`src/rtl/p_fetch.sv`:
```
// Instruction fetch sequencer: owns the PC, fetches words over req/ack and
// holds one instruction for the decoder until it is consumed.
//
// state   | meaning
// S_RST   | reset held or just released; no request, outputs at reset values
// S_FETCH | request outstanding at pc_q, waiting for ack
// S_HOLD  | instruction valid, waiting for an unstalled consume
module p_fetch #(
   parameter logic [31:0] P_RESET_PC = 32'h0000_0000
) (
   input  logic        P_clk,
   input  logic        P_reset,
   output logic        P_imem_req,
   output logic [31:0] P_imem_addr,
   input  logic        P_imem_ack,
   input  logic [31:0] P_imem_rdata,
   output logic [31:0] P_instruction,
   output logic        P_inst_valid,
   output logic [31:0] P_pc_out,
   input  logic        P_stall,
   input  logic        P_Branch,
   input  logic        P_zero
);

   localparam logic [31:0] RESET_PC_W = {P_RESET_PC[31:2], 2'b00};
   localparam logic [5:0]  OP_J       = 6'd2;

   typedef enum logic [1:0] {
      S_RST,
      S_FETCH,
      S_HOLD
   } state_t;

   state_t      state_q, state_d;
   logic [31:0] pc_q, pc_d;
   logic [31:0] instr_q, instr_d;
   logic [31:0] pc_out_q, pc_out_d;

   logic [31:0] pc4;
   logic [31:0] br_off;
   logic [31:0] pc_next;

   // Redirect is resolved combinationally from the held instruction so the
   // first FETCH cycle after consume already shows the correct target.
   always_comb begin
      pc4    = pc_out_q + 32'd4;
      br_off = {{14{instr_q[15]}}, instr_q[15:0], 2'b00};
      if (instr_q[31:26] == OP_J) begin
         pc_next = {pc4[31:28], instr_q[25:0], 2'b00};
      end else if (P_Branch && P_zero) begin
         pc_next = pc4 + br_off;
      end else begin
         pc_next = pc4;
      end
   end

   always_comb begin
      state_d      = state_q;
      pc_d         = pc_q;
      instr_d      = instr_q;
      pc_out_d     = pc_out_q;
      P_imem_req   = 1'b0;
      P_inst_valid = 1'b0;
      case (state_q)
         S_RST: begin
            state_d = S_FETCH;
         end
         S_FETCH: begin
            P_imem_req = 1'b1;
            if (P_imem_ack) begin
               instr_d  = P_imem_rdata;
               pc_out_d = pc_q;
               state_d  = S_HOLD;
            end
         end
         S_HOLD: begin
            P_inst_valid = 1'b1;
            if (!P_stall) begin
               pc_d    = pc_next;
               state_d = S_FETCH;
            end
         end
         default: begin
            state_d = S_RST;
         end
      endcase
   end

   always_ff @(posedge P_clk) begin
      if (P_reset) begin
         state_q  <= S_RST;
         pc_q     <= RESET_PC_W;
         instr_q  <= 32'h0;
         pc_out_q <= RESET_PC_W;
      end else begin
         state_q  <= state_d;
         pc_q     <= pc_d;
         instr_q  <= instr_d;
         pc_out_q <= pc_out_d;
      end
   end

   // pc_q is forced to the reset PC by reset, so it doubles as the RST address.
   assign P_imem_addr   = pc_q;
   assign P_instruction = instr_q;
   assign P_pc_out      = pc_out_q;

endmodule

```
`config.mk`:
```
export PLATFORM = sky130hd
export DESIGN_NAME = p_fetch
export DESIGN_NICKNAME = d
export VERILOG_FILES = /design/src/rtl/p_fetch.sv
export SDC_FILE = /design/constraint.sdc
export NUM_CORES = 1
export LEC_CHECK = 0
export BUFFER_PORTS_ARGS = -buffer_cell sky130_fd_sc_hd__buf_4
export CAP_MARGIN = 20
export CORE_MARGIN = 2
export CORE_UTILIZATION = 50
export DETAILED_ROUTE_END_ITERATION = 10
export GPL_TIMING_DRIVEN = 1
export PLACE_DENSITY = 0.86
export RECOVER_POWER = 25
export SLEW_MARGIN = 20
export SYNTH_ARGS = -nofsm -noshare
export SYNTH_HDL_FRONTEND = slang
export SYNTH_SLANG_ARGS = --single-unit
```
`constraint.sdc`:
```
create_clock -name P_clk -period 3.75 [get_ports P_clk]
set_clock_uncertainty 0.15 [all_clocks]
set_input_delay 0.5625 -clock P_clk [delete_from_list [all_inputs] [get_ports P_clk]]
set_output_delay 0.5625 -clock P_clk [all_outputs]
set_load 0.02 [all_outputs]
```
==> flow_metrics.env <==
export IMPL_outcome="complete, no violations"
export IMPL_post_synth_fa_ha_maj_area_fraction_pct=8.067
export IMPL_critPathKind="reg2reg"
export IMPL_drt_pass1_iter_count=8
export IMPL_worstPathRequired_ns=3.85
export IMPL_timing_slew_headroom_pct=48.88
export IMPL_drt_initial_drc_count=583
export IMPL_comb_power_share_pct=12.7
export IMPL_dp_hpwl_um=14320
export IMPL_timing_critical_path_from_type="register"
export IMPL_layout_min_cycle_time_ns=3.732
export IMPL_peakVddDrop_mv=0.2593
export IMPL_rsz_0062_raised_after_global_routing="true"
export IMPL_path_max_fanout=5
export IMPL_powerDensity_nw_per_um2=296.2
export IMPL_drt_wl_total_um=19520
export IMPL_clk_root_buffer_cell="sky130_fd_sc_hd__clkbuf_16"
export IMPL_final_nets=1048
export IMPL_crit_chain="and4_2, nand3_4, or2_4, nor2_4, nand3_1, xnor2_2, ha_1, o21ai_1, nand2_1, a221o_1, a41oi_2, o31ai_2, xnor2_1, or3_1, a32o_1"
export IMPL_row_count=39
export IMPL_max_clock_path_buffers=2
export IMPL_postSynth_asyncResetShare_pct=0
export IMPL_slowest_delay_ns=0.35
export IMPL_power_switching_mw=0.6198
export IMPL_synth_fp_nets=873
export IMPL_area_of_the_multi_input_gates_sq_um=3969
export IMPL_synth_compound_gate_area_share_pct=24.60
export IMPL_p_leak_nw=3.296
export IMPL_vias_in_the_first_global_route=5809
export IMPL_clock_sinks=98
export IMPL_cts_inserted_buffers=9
export IMPL_worstSkewPairLatency_ns=0.35
export IMPL_die_area_sq_um=12870
export IMPL_gp_congestion=1.002
export IMPL_clock_power_share_pct=40.1
export IMPL_power_share_sequential_pct=47.2
export IMPL_tritoncts="yes"
export IMPL_report_final_setup_viol=0
export IMPL_pwr_total_mw=2.314
export IMPL_p_int_mw=1.694
export IMPL_postSynth_topFlopCell="sky130_fd_sc_hd__dfxtp_1"
export IMPL_synth_simple_gate_area_share_pct=23.97
export IMPL_antenna_found_initial=0
export IMPL_post_cts_hold_buffer_count=0
export IMPL_final_hold_vios=0
export IMPL_synth_enable_flop_cells=0
export IMPL_synth_top_family_by_area="compound AO/OA/AOI/OAI gates"
export IMPL_viasPerCell=5.877
export IMPL_avgSynthCellArea_sq_um=7.512
export IMPL_synth_to_layout_area_growth_pct=30.49
export IMPL_detail_route_wl_per_cell_um=17.43
export IMPL_timing_critical_path_to_type="register"
export IMPL_sw_frac_of_total_pct=26.79
export IMPL_yosysWarnings=0
export IMPL_finalMaxSlewViolations=0
export IMPL_cts_max_level=3
export IMPL_synth_seq_cells=98
export IMPL_finalNonFillerCells=1120
export IMPL_max_cap_violations=0
export IMPL_initial_core_util_pct=51.77
export IMPL_critical_path_buf_inv_count=0
export IMPL_worstPathArrival_ns=3.83
export IMPL_drt_drc_violations_left=0
export IMPL_final_fill_count=996
export IMPL_buffer_ports_inserted=135
export IMPL_pin_count=136
export IMPL_grt_pass1_wl_um=30290
export IMPL_grt_usage_pct=29.56
export IMPL_share_of_post_route_cells_with_drive_strength_above_1_pct=21.90
export IMPL_fp_dieW_um=113.4
export IMPL_worst_path_clk_slew_ns=0.07
export IMPL_final_period_utilization_pct=99.51
export IMPL_chipHeight_um=113.4
export IMPL_synthMuxAreaShare_pct=0.6688
export IMPL_placed_cells_incl_taps=1101
export IMPL_diodes_inserted=0
export IMPL_synth_cells=797
export IMPL_core_area_sq_um=11560
export IMPL_yosysUniqueCellTypes=62
export IMPL_vias=6582
export IMPL_grt_max_degree=57
export IMPL_register_area_sq_um=1979
export IMPL_max_freq_mhz=268.0
export IMPL_timing_hold_worst_class="in2reg"
export IMPL_seq_area_frac_synth_pct=32.77
export IMPL_synth_xor_area_share_pct=6.729
export IMPL_cp_slowest_cell="sky130_fd_sc_hd__or3_1"
export IMPL_critical_path_s_top_delay_family="simple AND/OR/NAND/NOR gates"
export IMPL_syn_cell_area_sq_um=5987
export IMPL_overflow_left_after_global_routing=0
export IMPL_drt_antenna_violating_nets=0
export IMPL_worst_slew_pin_transition_ns=0.7650
==> worst min-delay path, cell delays in order <==
cell and delay, ns:
sky130_fd_sc_hd__buf_4 0.11, sky130_fd_sc_hd__nand2_1 0.05, sky130_fd_sc_hd__a21oi_1 0.05
==> cell usage after synthesis, types with 3 or more instances <==
| master | number | area (sq um) |
|---|---|---|
| sky130_fd_sc_hd__nand2_1 | 193 | 724.4 |
| sky130_fd_sc_hd__a21oi_1 | 113 | 565.5 |
| sky130_fd_sc_hd__dfxtp_1 | 98 | 1962 |
| sky130_fd_sc_hd__nor2_1 | 51 | 191.4 |
| sky130_fd_sc_hd__ha_1 | 37 | 462.9 |
| sky130_fd_sc_hd__clkbuf_1 | 33 | 123.9 |
| sky130_fd_sc_hd__xnor2_1 | 29 | 254.0 |
| sky130_fd_sc_hd__o21ai_0 | 28 | 140.1 |
| sky130_fd_sc_hd__nand3_1 | 22 | 110.1 |
| sky130_fd_sc_hd__o211ai_1 | 17 | 127.6 |
| sky130_fd_sc_hd__xor2_1 | 17 | 148.9 |
| sky130_fd_sc_hd__a21o_1 | 14 | 105.1 |
| sky130_fd_sc_hd__nor3_1 | 14 | 70.07 |
| sky130_fd_sc_hd__inv_1 | 10 | 37.54 |
| sky130_fd_sc_hd__o21a_1 | 9 | 67.56 |
| sky130_fd_sc_hd__nand4_1 | 8 | 50.05 |
| sky130_fd_sc_hd__and3_1 | 7 | 43.79 |
| sky130_fd_sc_hd__and2_1 | 6 | 37.54 |
| sky130_fd_sc_hd__or3_1 | 6 | 37.54 |
| sky130_fd_sc_hd__a211oi_1 | 5 | 37.54 |
| sky130_fd_sc_hd__nand2b_1 | 5 | 31.28 |
| sky130_fd_sc_hd__o21bai_1 | 5 | 37.54 |
| sky130_fd_sc_hd__o221ai_1 | 5 | 43.79 |
| sky130_fd_sc_hd__mux2i_1 | 4 | 40.04 |
| sky130_fd_sc_hd__nor2b_1 | 4 | 25.02 |
| sky130_fd_sc_hd__o22ai_1 | 4 | 25.02 |
| sky130_fd_sc_hd__a221o_1 | 3 | 30.03 |
==> cells by family (layout without fill, tap and decap cells) <==
kind of cell    count (synthesis)  in the layout
compound gates                234            234
xor+xnor                       46             46
fa+ha+maj                      38             38
buf+inv                        47            227
flops                          98             98
mux                             4              4
simple gates                  330            330
==> per-layer routing <==
layer / track usage (%) / vias to the layer above / wire length, um
met5: 0 / - / 0
met4: 10.00 / 0 / 515
met3: 6.642 / 39 / 1921
met2: 44.79 / 312 / 8555
met1: 41.74 / 3055 / 8526
li1: - / 3176 / -
==> per-stage QoR <==
| stage | hold WS, ns | setup TNS [ns] | area, sq um | worst slack, ns | utilization [%] |
|---|---|---|---|---|---|
| finish | 0.3050 | 0 | 7812 | 0.01832 | 67.55 |
| global route | 0.3155 | -0.1734 | 7812 | -0.1264 | 67.55 |
| CTS | 0.2973 | 0 | 7886 | 0.01867 | 68.19 |
| detailed placement | 0.3048 | -0.05224 | 7567 | -0.05224 | 65.43 |
| global placement | 0.3023 | 0 | 7567 | 0.06904 | 65.43 |
| floorplan | 0.3506 | 0 | 6033 | 0.01103 | - |
==> layout by cell type, fill, tap and decap left out, types with 8 or more instances in the layout <==
cell type / instances
sky130_fd_sc_hd__nand2_1: 193
sky130_fd_sc_hd__buf_4: 155
sky130_fd_sc_hd__a21oi_1: 111
sky130_fd_sc_hd__dfxtp_1: 86
sky130_fd_sc_hd__nor2_1: 48
sky130_fd_sc_hd__clkbuf_1: 47
sky130_fd_sc_hd__ha_1: 36
sky130_fd_sc_hd__xnor2_1: 26
sky130_fd_sc_hd__o21ai_0: 25
sky130_fd_sc_hd__nand3_1: 18
sky130_fd_sc_hd__xor2_1: 17
sky130_fd_sc_hd__o211ai_1: 17
sky130_fd_sc_hd__a21o_1: 14
sky130_fd_sc_hd__dfxtp_2: 11
sky130_fd_sc_hd__inv_1: 10
sky130_fd_sc_hd__nor3_1: 10
sky130_fd_sc_hd__o21a_1: 9
sky130_fd_sc_hd__clkbuf_16: 9
sky130_fd_sc_hd__nand4_1: 8
==> layout make-up <==
| cell class | instances | area share [%] |
|---|---|---|
| clock buffer | 11 | 2.979 |
| tap | 143 | 2.290 |
| clock inverter | 5 | 0.8008 |
| inverter | 10 | 0.4805 |
| multi-input combinational | 652 | 50.80 |
| timing repair buffer | 201 | 17.31 |
| sequential | 98 | 25.34 |
==> path summary, 6_finish.rpt <==
kind / startpoint / endpoint / slack (ns) / cells past startpoint
worst max-delay path: P_pc_out[10] / P_imem_addr[31] / 0.02 / 15
worst min-delay path: P_imem_rdata[17] / P_instruction[17] / 0.30 / 3
worst max register to register: P_pc_out[10] / P_imem_addr[31] / 0.02 / 15
worst min register to register: P_imem_addr[3] / P_pc_out[3] / 0.30 / 2
==> what timing repair did <==
action | CTS | global route
resized for setup | 4 | 22
pin swaps | 1 | 9
setup endpoints to repair | 1 | 11
setup buffers | 1 | 2
==> flip-flops by register name, summed over array words and instances, names as in the netlist <==
signal,cells
P_imem_addr,32
P_instruction,32
state_q,2
P_pc_out,32
==> power groups by stage <==
stage	clock [mW]	combinational, mW	sequential [mW]
global placement	0	0.294	1.11
floorplan	0	0.145	1.13
detailed placement	0	0.296	1.11
finish	0.928	0.295	1.09
global route	0.986	0.320	1.09
CTS	0.943	0.298	1.09
(Power assumes the default switching activity.)
